==> src/rtl/ahb_arbiter.sv <==
// ahb_arbiter: three-master AHB-lite bus arbiter.
// Round-robin ownership with a per-tenure beat limit, locked-sequence
// hold, and a registered address-to-data master pipeline.
module ahb_arbiter #(
  parameter int MAX_BEATS      = 16,
  parameter int DEFAULT_MASTER = 0
) (
  input  logic       hclk,
  input  logic       hreset,
  input  logic       hbusreq_0,
  input  logic       hbusreq_1,
  input  logic       hbusreq_2,
  input  logic       hlock_0,
  input  logic       hlock_1,
  input  logic       hlock_2,
  input  logic [1:0] htrans,
  input  logic       hready,
  output logic       hgrant_0,
  output logic       hgrant_1,
  output logic       hgrant_2,
  output logic [1:0] hmaster,
  output logic [1:0] hmaster_data,
  output logic       hmastlock
);

  localparam logic [1:0] DEF  = DEFAULT_MASTER[1:0];
  localparam logic [7:0] MAXB = MAX_BEATS[7:0];

  typedef enum logic [1:0] {S_PARK, S_OWN, S_LOCK} state_t;

  state_t     r_state, w_state_nxt;
  logic [1:0] r_owner, w_owner_nxt;
  logic [7:0] r_cnt, w_cnt_nxt, w_cnt_inc;
  logic       r_mastlock, w_mastlock_nxt;
  logic [1:0] r_mdata;

  logic [2:0] w_req, w_lock;
  logic [1:0] w_n1, w_n2, w_other;
  logic       w_other_vld, w_any, w_own_req, w_own_lock;

  assign w_req  = {hbusreq_2, hbusreq_1, hbusreq_0};
  assign w_lock = {hlock_2, hlock_1, hlock_0};

  // Round-robin search order relative to the current owner
  assign w_n1 = (r_owner == 2'd2) ? 2'd0 : r_owner + 2'd1;
  assign w_n2 = (w_n1 == 2'd2) ? 2'd0 : w_n1 + 2'd1;

  assign w_other_vld = w_req[w_n1] | w_req[w_n2];
  assign w_other     = w_req[w_n1] ? w_n1 : w_n2;
  assign w_any       = |w_req;
  assign w_own_req   = w_req[r_owner];
  // A lock only counts when the owner is also requesting
  assign w_own_lock  = w_own_req & w_lock[r_owner];

  // Only NONSEQ/SEQ beats count; saturate at the limit
  assign w_cnt_inc = (r_cnt == MAXB) ? r_cnt : r_cnt + {7'd0, htrans[1]};

  // Next-state / ownership decision, applied only on hready edges
  always_comb begin
    w_state_nxt    = r_state;
    w_owner_nxt    = r_owner;
    w_cnt_nxt      = r_cnt;
    w_mastlock_nxt = r_mastlock;
    case (r_state)
      S_PARK: begin
        if (w_any) begin
          w_state_nxt = S_OWN;
          w_owner_nxt = w_other_vld ? w_other : r_owner;
          w_cnt_nxt   = 8'd0;
        end
      end
      S_OWN: begin
        if (w_own_lock) begin
          w_state_nxt    = S_LOCK;
          w_mastlock_nxt = 1'b1;
          w_cnt_nxt      = w_cnt_inc;
        end else if (!w_own_req && w_other_vld) begin
          w_owner_nxt = w_other;
          w_cnt_nxt   = 8'd0;
        end else if (!w_any) begin
          w_state_nxt = S_PARK;
          w_owner_nxt = DEF;
          w_cnt_nxt   = 8'd0;
        end else if (r_cnt == MAXB && w_other_vld) begin
          w_owner_nxt = w_other;
          w_cnt_nxt   = 8'd0;
        end else begin
          w_cnt_nxt = w_cnt_inc;
        end
      end
      S_LOCK: begin
        // Lock exit clears the counter, so the beat limit cannot fire here
        if (!w_own_lock) begin
          w_mastlock_nxt = 1'b0;
          w_cnt_nxt      = 8'd0;
          w_state_nxt    = S_OWN;
          if (!w_own_req && w_other_vld) begin
            w_owner_nxt = w_other;
          end else if (!w_any) begin
            w_state_nxt = S_PARK;
            w_owner_nxt = DEF;
          end
        end
      end
      default: begin
        w_state_nxt    = S_PARK;
        w_owner_nxt    = DEF;
        w_cnt_nxt      = 8'd0;
        w_mastlock_nxt = 1'b0;
      end
    endcase
  end

  // State registers; everything freezes while hready is low
  always_ff @(posedge hclk) begin
    if (hreset) begin
      r_state    <= S_PARK;
      r_owner    <= DEF;
      r_cnt      <= 8'd0;
      r_mastlock <= 1'b0;
      r_mdata    <= DEF;
    end else if (hready) begin
      r_state    <= w_state_nxt;
      r_owner    <= w_owner_nxt;
      r_cnt      <= w_cnt_nxt;
      r_mastlock <= w_mastlock_nxt;
      r_mdata    <= r_owner;
    end
  end

  assign hgrant_0     = (r_owner == 2'd0);
  assign hgrant_1     = (r_owner == 2'd1);
  assign hgrant_2     = (r_owner == 2'd2);
  assign hmaster      = r_owner;
  assign hmaster_data = r_mdata;
  assign hmastlock    = r_mastlock;

endmodule

==> config.mk <==
export PLATFORM = sky130hd
export DESIGN_NAME = ahb_arbiter
export DESIGN_NICKNAME = d
export VERILOG_FILES = /design/src/rtl/ahb_arbiter.sv
export SDC_FILE = /design/constraint.sdc
export NUM_CORES = 1
export LEC_CHECK = 0
export BUFFER_PORTS_ARGS = -buffer_cell sky130_fd_sc_hd__clkbuf_2
export CORE_MARGIN = 3
export CORE_UTILIZATION = 40
export CTS_CLUSTER_SIZE = 20
export DETAILED_ROUTE_END_ITERATION = 10
export PLACE_DENSITY = 0.71
export SLEW_MARGIN = 20
export SYNTH_ARGS = -nofsm -noshare
export SYNTH_HDL_FRONTEND = slang
export SYNTH_SLANG_ARGS = --single-unit
==> constraint.sdc <==
create_clock -name hclk -period 6 [get_ports hclk]
set_clock_uncertainty 0.2 [all_clocks]
set_input_delay 0.3 -clock hclk [delete_from_list [all_inputs] [get_ports hclk]]
set_output_delay 0.3 -clock hclk [all_outputs]
set_load 0.02 [all_outputs]
==> flow_summary.toml, run 1 <==
[critical_path]
rrSetupSlack_ns = 3.66
worst_ep_arrival_time_ns = 2.35
reg2reg_depth = 5
slowest_stage = "dfxtp_1"
critPathMaxFanout = 19
path_class = "reg2reg"
cp_slowest_stage_delay_ns = 0.72
start_kind = "register"
r2r-end = "hmaster[0]$_SDFFE_PP0P_"
critPathRequiredTime_ns = 6.01
worstPathCellList = "and4b_1 > a311o_4 > nand3b_1 > a21oi_2 > mux2i_1"
cp-end-kind = "register"
r2r-start = "hmaster[1]$_SDFFE_PP0P_"

[timing]
finalHoldViolCount = 0
fin_crit_sh = 0.3897
fmax_mhz = 427.7
period_minus_slack_ns = 2.338
rsz0062_at_grt = "no"
hold-worst-slack_ns = 0.1956
relSlewSlack = 0.5944
setup_violations = 0
tns_ns = 0
slew_viol_final = 0
worst_pin_slew_ns = 0.6075

[job]
cap_violations = 0

[floorplanning]
design.die.area_um2 = 3477
die_y_um = 58.97
initial_core_util = 0.4371
die-width_um = 58.97
pin_count = 19
row_count = 18
core-area_um2 = 2567

[clock_tree]
clock_latency_ns = 0.29
post_cts_buffers = 0
cts_buffers = 3
clkSinkCount = 15
root_buffer = "clkbuf_4"
cts_tree = "done"
cts_hold_buffers = 0
cts.htree.levels = 1
clkTransAtPathRegs_ns = 0.10
cts_resized = 0
clockBufferDepth = 2

[power]
leakagePower_nw = 0.4704
total_power_w = 0.0002398
vdd_drop_max_v = 0.0001427
power_density_nw_per_um2 = 197.6

[layout]
fin_nets = 162
n_antenna_cell = 0
syn_to_final_growth_pct = 8.138
final_common_cell = "clkbuf_2"
final_cell_mix = "clkbuf_2, dfxtp_1, nor2_1, nand2_1, a21oi_1"
drive_gt1_frac = 0.2095

[synthesis]
syn_inst = 139
synth-main-ff-cell = "dfxtp_1"
yosys_warnings = 0
yosysUniqueCellTypes = 50
synth-seq-cells = 15
syn_nets = 152
yosysSeqAreaShare = 0.2676
async_flop_share = 0
syn_area_per_cell_um2 = 8.074
synth_area_um2 = 1122
synth-edff-count = 0

[worst_hold_path]
hold_path_end = "r_state[0]$_SDFFE_PP0P_"
min_from = "hready"
hold_class = "in2reg"
min_path_cells = 3

[drt]
ant_nets = 0
drtIter0Drc = 66
first_pass_iters = 4
vias = 1054
vias_per_cell = 5.921
wire_per_inst_um = 13.97
route.detailed.drc = 0
wirelength_um = 2486

[global_route]
first_global_vias = 1012
antenna_found_initial = 0
grt_first_pass_wirelength_um = 4395
grt_usage = 0.1601
grt_max_degree = 22
gr-total-overflow = 0

[place]
gp_congestion = 0.8335
place.port_buffers = 17
dp_hpwl_um = 1830

[outcome]
outcome = "finished, final reports clean"
-- flip-flops by register name, indices dropped and copies added, names as in the netlist --
register      flops
r_cnt             8
r_state           2
hmastlock         1
hmaster_data      2
hmaster           2
-- logic make-up after synthesis --
group,synth area share
adders and majority gates,0.03233
DFF,0.2676
and+or+nand+nor,0.3322
AOI/OAI and AO/OA,0.2364
buffers and inverters,0.06912
muxes,0.06243
-- critical path: cells and delay by family (launching register included) --
kind / cells / cell delay, ns
compound gates: 2 / 0.65
flops: 1 / 0.72
mux: 1 / 0.22
simple gates: 2 / 0.46
-- power by group --
group / switching, W / internal (W) / leakage, nW / total, W
Sequential: 0.00000993 / 0.000103 / 0.122 / 0.000113
Combinational: 0.0000374 / 0.0000283 / 0.331 / 0.0000656
Clock: 0.0000362 / 0.0000248 / 0.0177 / 0.0000610
Total: 0.0000835 / 0.000156 / 0.470 / 0.000240
-- through the flow --
step | instances | cell area [um^2] | setup slack [ns] | util
detailed placement | 174 | 1186 | 3.691 | 0.4620
global route | 178 | 1214 | 3.542 | 0.4727
CTS | 178 | 1214 | 3.672 | 0.4727
finish | 178 | 1214 | 3.662 | 0.4727
floorplan | 139 | 1122 | 3.986 | -
global placement | 174 | 1186 | 3.723 | 0.4620
-- cell usage after synthesis (all sizes together), types with 4 or more instances --
| cell | n | area share |
|---|---|---|
| mux2i | 7 | 0.062 |
| buf | 5 | 0.028 |
| nor2 | 15 | 0.052 |
| nand2b | 7 | 0.039 |
| clkbuf | 7 | 0.025 |
| inv | 5 | 0.017 |
| nand2 | 9 | 0.030 |
| or3 | 5 | 0.028 |
| a21oi | 10 | 0.048 |
| nand3 | 4 | 0.022 |
| dfxtp | 15 | 0.27 |
-- per-layer routing --
layer | GRT usage | routed length [um]
met1 | 0.1926 | 1163
met2 | 0.2792 | 1195
met3 | 0.03050 | 87
met4 | 0.06149 | 41
met5 | 0 | 0
-- layout make-up --
class                           instances  area [um^2]
Clock inverter                          1        5.005
Timing Repair Buffer                   17        85.08
Tap cell                               30        37.54
Sequential cell                        15        300.3
Clock buffer                            3        22.52
Inverter                                5        18.77
Multi-Input combinational cell        107        744.5
Fill cell                             262         1354
-- worst max path at each step --
stage                                        from                      end  slack, ns  depth (start not counted)
after global placement    hmaster[1]$_SDFFE_PP0P_    r_cnt[6]$_SDFFE_PP0P_       3.72                          5
after floorplan           hmaster[1]$_SDFFE_PP0P_    r_cnt[6]$_SDFFE_PP0P_       3.99                          6
final                     hmaster[1]$_SDFFE_PP0P_  hmaster[0]$_SDFFE_PP0P_       3.66                          5
after global routing      hmaster[1]$_SDFFE_PP0P_  hmaster[0]$_SDFFE_PP0P_       3.54                          5
after CTS                 hmaster[1]$_SDFFE_PP0P_  hmaster[0]$_SDFFE_PP0P_       3.67                          5
after detailed placement  hmaster[1]$_SDFFE_PP0P_  hmaster[0]$_SDFFE_PP0P_       3.69                          5
No activity file was read; power rests on OpenSTA's default activity.
==> run 2: changes to the inputs <==
==> constraint.sdc (replaced) <==
create_clock -name hclk -period 2.5 [get_ports hclk]
set_clock_uncertainty 0.2 [all_clocks]
set_input_delay 0.125 -clock hclk [delete_from_list [all_inputs] [get_ports hclk]]
set_output_delay 0.125 -clock hclk [all_outputs]
set_load 0.02 [all_outputs]
==> flow_summary.toml, run 2 (same netlist as run 1, synthesis figures left out) <==
[power]
leakagePower_nw = 0.4811
power_density_nw_per_um2 = 469.6
vdd_drop_max_v = 0.0002272

[floorplanning]
initial_core_util = 0.4371
die-width_um = 58.97
design.die.area_um2 = 3477
pin_count = 19
row_count = 18
die_y_um = 58.97
core-area_um2 = 2567

[clock_tree]
clkSinkCount = 15
root_buffer = "clkbuf_4"
cts_hold_buffers = 0
post_cts_buffers = 0
cts.htree.levels = 1
clkTransAtPathRegs_ns = 0.10
cts_tree = "done"
clockBufferDepth = 2
clock_latency_ns = 0.29
cts_resized = 0
cts_buffers = 3

[timing]
fmax_mhz = 460.8
fin_crit_sh = 0.8681
period_minus_slack_ns = 2.170
relSlewSlack = 0.7374
slew_viol_final = 0
finalHoldViolCount = 0
setup_violations = 0
tns_ns = 0
fin_ws_ns = 0.3296
worst_pin_slew_ns = 0.3940
rsz0062_at_grt = "no"

[outcome]
outcome = "finished, final reports clean"

[drt]
route.detailed.drc = 0
vias_per_cell = 5.967
drtIter0Drc = 68
ant_nets = 0
first_pass_iters = 4
wirelength_um = 2393
vias = 1074
wire_per_inst_um = 13.29

[layout]
multi_input_area_um2 = 744.5
top_register = "r_cnt"
n_antenna_cell = 0
largest_reg_flops = 8
n_fill_cell = 267
fin_nets = 164
register_area_um2 = 300.3
syn_to_final_growth_pct = 9.476
drive_gt1_frac = 0.2200
final_common_cell = "clkbuf_2"
final_cell_mix = "clkbuf_2, dfxtp_1, nor2_1, nand2_1, a21oi_1"

[critical_path]
r2r-end = "r_cnt[6]$_SDFFE_PP0P_"
crit_start = "hmaster[1]$_SDFFE_PP0P_"
start_kind = "register"
cp-end-kind = "register"
reg2reg_depth = 5
worst_ep_arrival_time_ns = 2.16
r2r-start = "hmaster[1]$_SDFFE_PP0P_"
rrSetupSlack_ns = 0.33
critPathMaxFanout = 12
critPathRequiredTime_ns = 2.49
path_class = "reg2reg"

[worst_hold_path]
hold_path_end = "r_state[0]$_SDFFE_PP0P_"
min_from = "hready"
min_path_cells = 3
hold_class = "in2reg"

[global_route]
antenna_found_initial = 0
gr-total-overflow = 0
grt_usage = 0.1489
first_global_vias = 961
grt_max_degree = 22
grt_first_pass_wirelength_um = 4112

[place]
dp_hpwl_um = 1766
gp_congestion = 0.8203
dp_slack_ns = 0.3544
place.port_buffers = 17

[job]
cap_violations = 0
-- run 2: changes by cell type in the layout (fill, tap and decap cells not counted) --
| cell | before | now |
|---|---|---|
| buf_4 | 0 | 2 |
-- run 2: worst max-delay path by stage --
stage / to / slack (ns) / cells past startpoint
finish: r_cnt[6]$_SDFFE_PP0P_ / 0.33 / 5
global route: r_cnt[6]$_SDFFE_PP0P_ / 0.22 / 5
CTS: r_cnt[6]$_SDFFE_PP0P_ / 0.33 / 5
detailed placement: r_cnt[2]$_SDFFE_PP0P_ / 0.35 / 5
global placement: r_cnt[6]$_SDFFE_PP0P_ / 0.40 / 5
floorplan: r_cnt[6]$_SDFFE_PP0P_ / 0.49 / 6
-- run 2: area by class of cell --
| type | count | area share |
|---|---|---|
| well taps | 30 | 0.03055 |
| repair buffers | 19 | 0.08147 |
| inverters | 5 | 0.01527 |
| clock buffers | 3 | 0.01833 |
| flip-flops and latches | 15 | 0.2444 |
| clock inverters | 1 | 0.004073 |
| multi-input cells | 107 | 0.6059 |
-- run 2: stage by stage --
stage,instance area [um^2],util,total power [W],hold WS [ns],std cells
2_1_floorplan,1122,-,0.0004012,0.1191,139
3_3_place_gp,1201,0.4678,0.0004343,0.2590,176
3_5_place_dp,1201,0.4678,0.0004394,0.2687,176
4_1_cts,1229,0.4786,0.0005831,0.01801,180
5_1_grt,1229,0.4786,0.0006125,0.05311,180
6_report,1229,0.4786,0.0005770,0.02294,180
-- run 2: worst max-delay path: stages (launching register included) --
cell	delay, ns
dfxtp_1	0.56
and4b_1	0.25
a311o_4	0.43
o21ai_4	0.27
a31oi_1	0.12
a311oi_1	0.25
-- run 2: metal layers --
metal / vias up / track usage / part of all wire
li1: 539 / - / -
met1: 512 / 0.1957 / 0.47
met2: 20 / 0.2429 / 0.48
met3: 3 / 0.02614 / 0.038
met4: 0 / 0.05502 / 0.010
met5: - / 0 / 0
-- run 2: power breakdown --
part           total, W  switching (W)  leakage [nW]  internal, W
registers      0.000262      0.0000146         0.122     0.000248
logic          0.000172      0.0000997         0.342    0.0000722
clock network  0.000143      0.0000832        0.0177    0.0000595
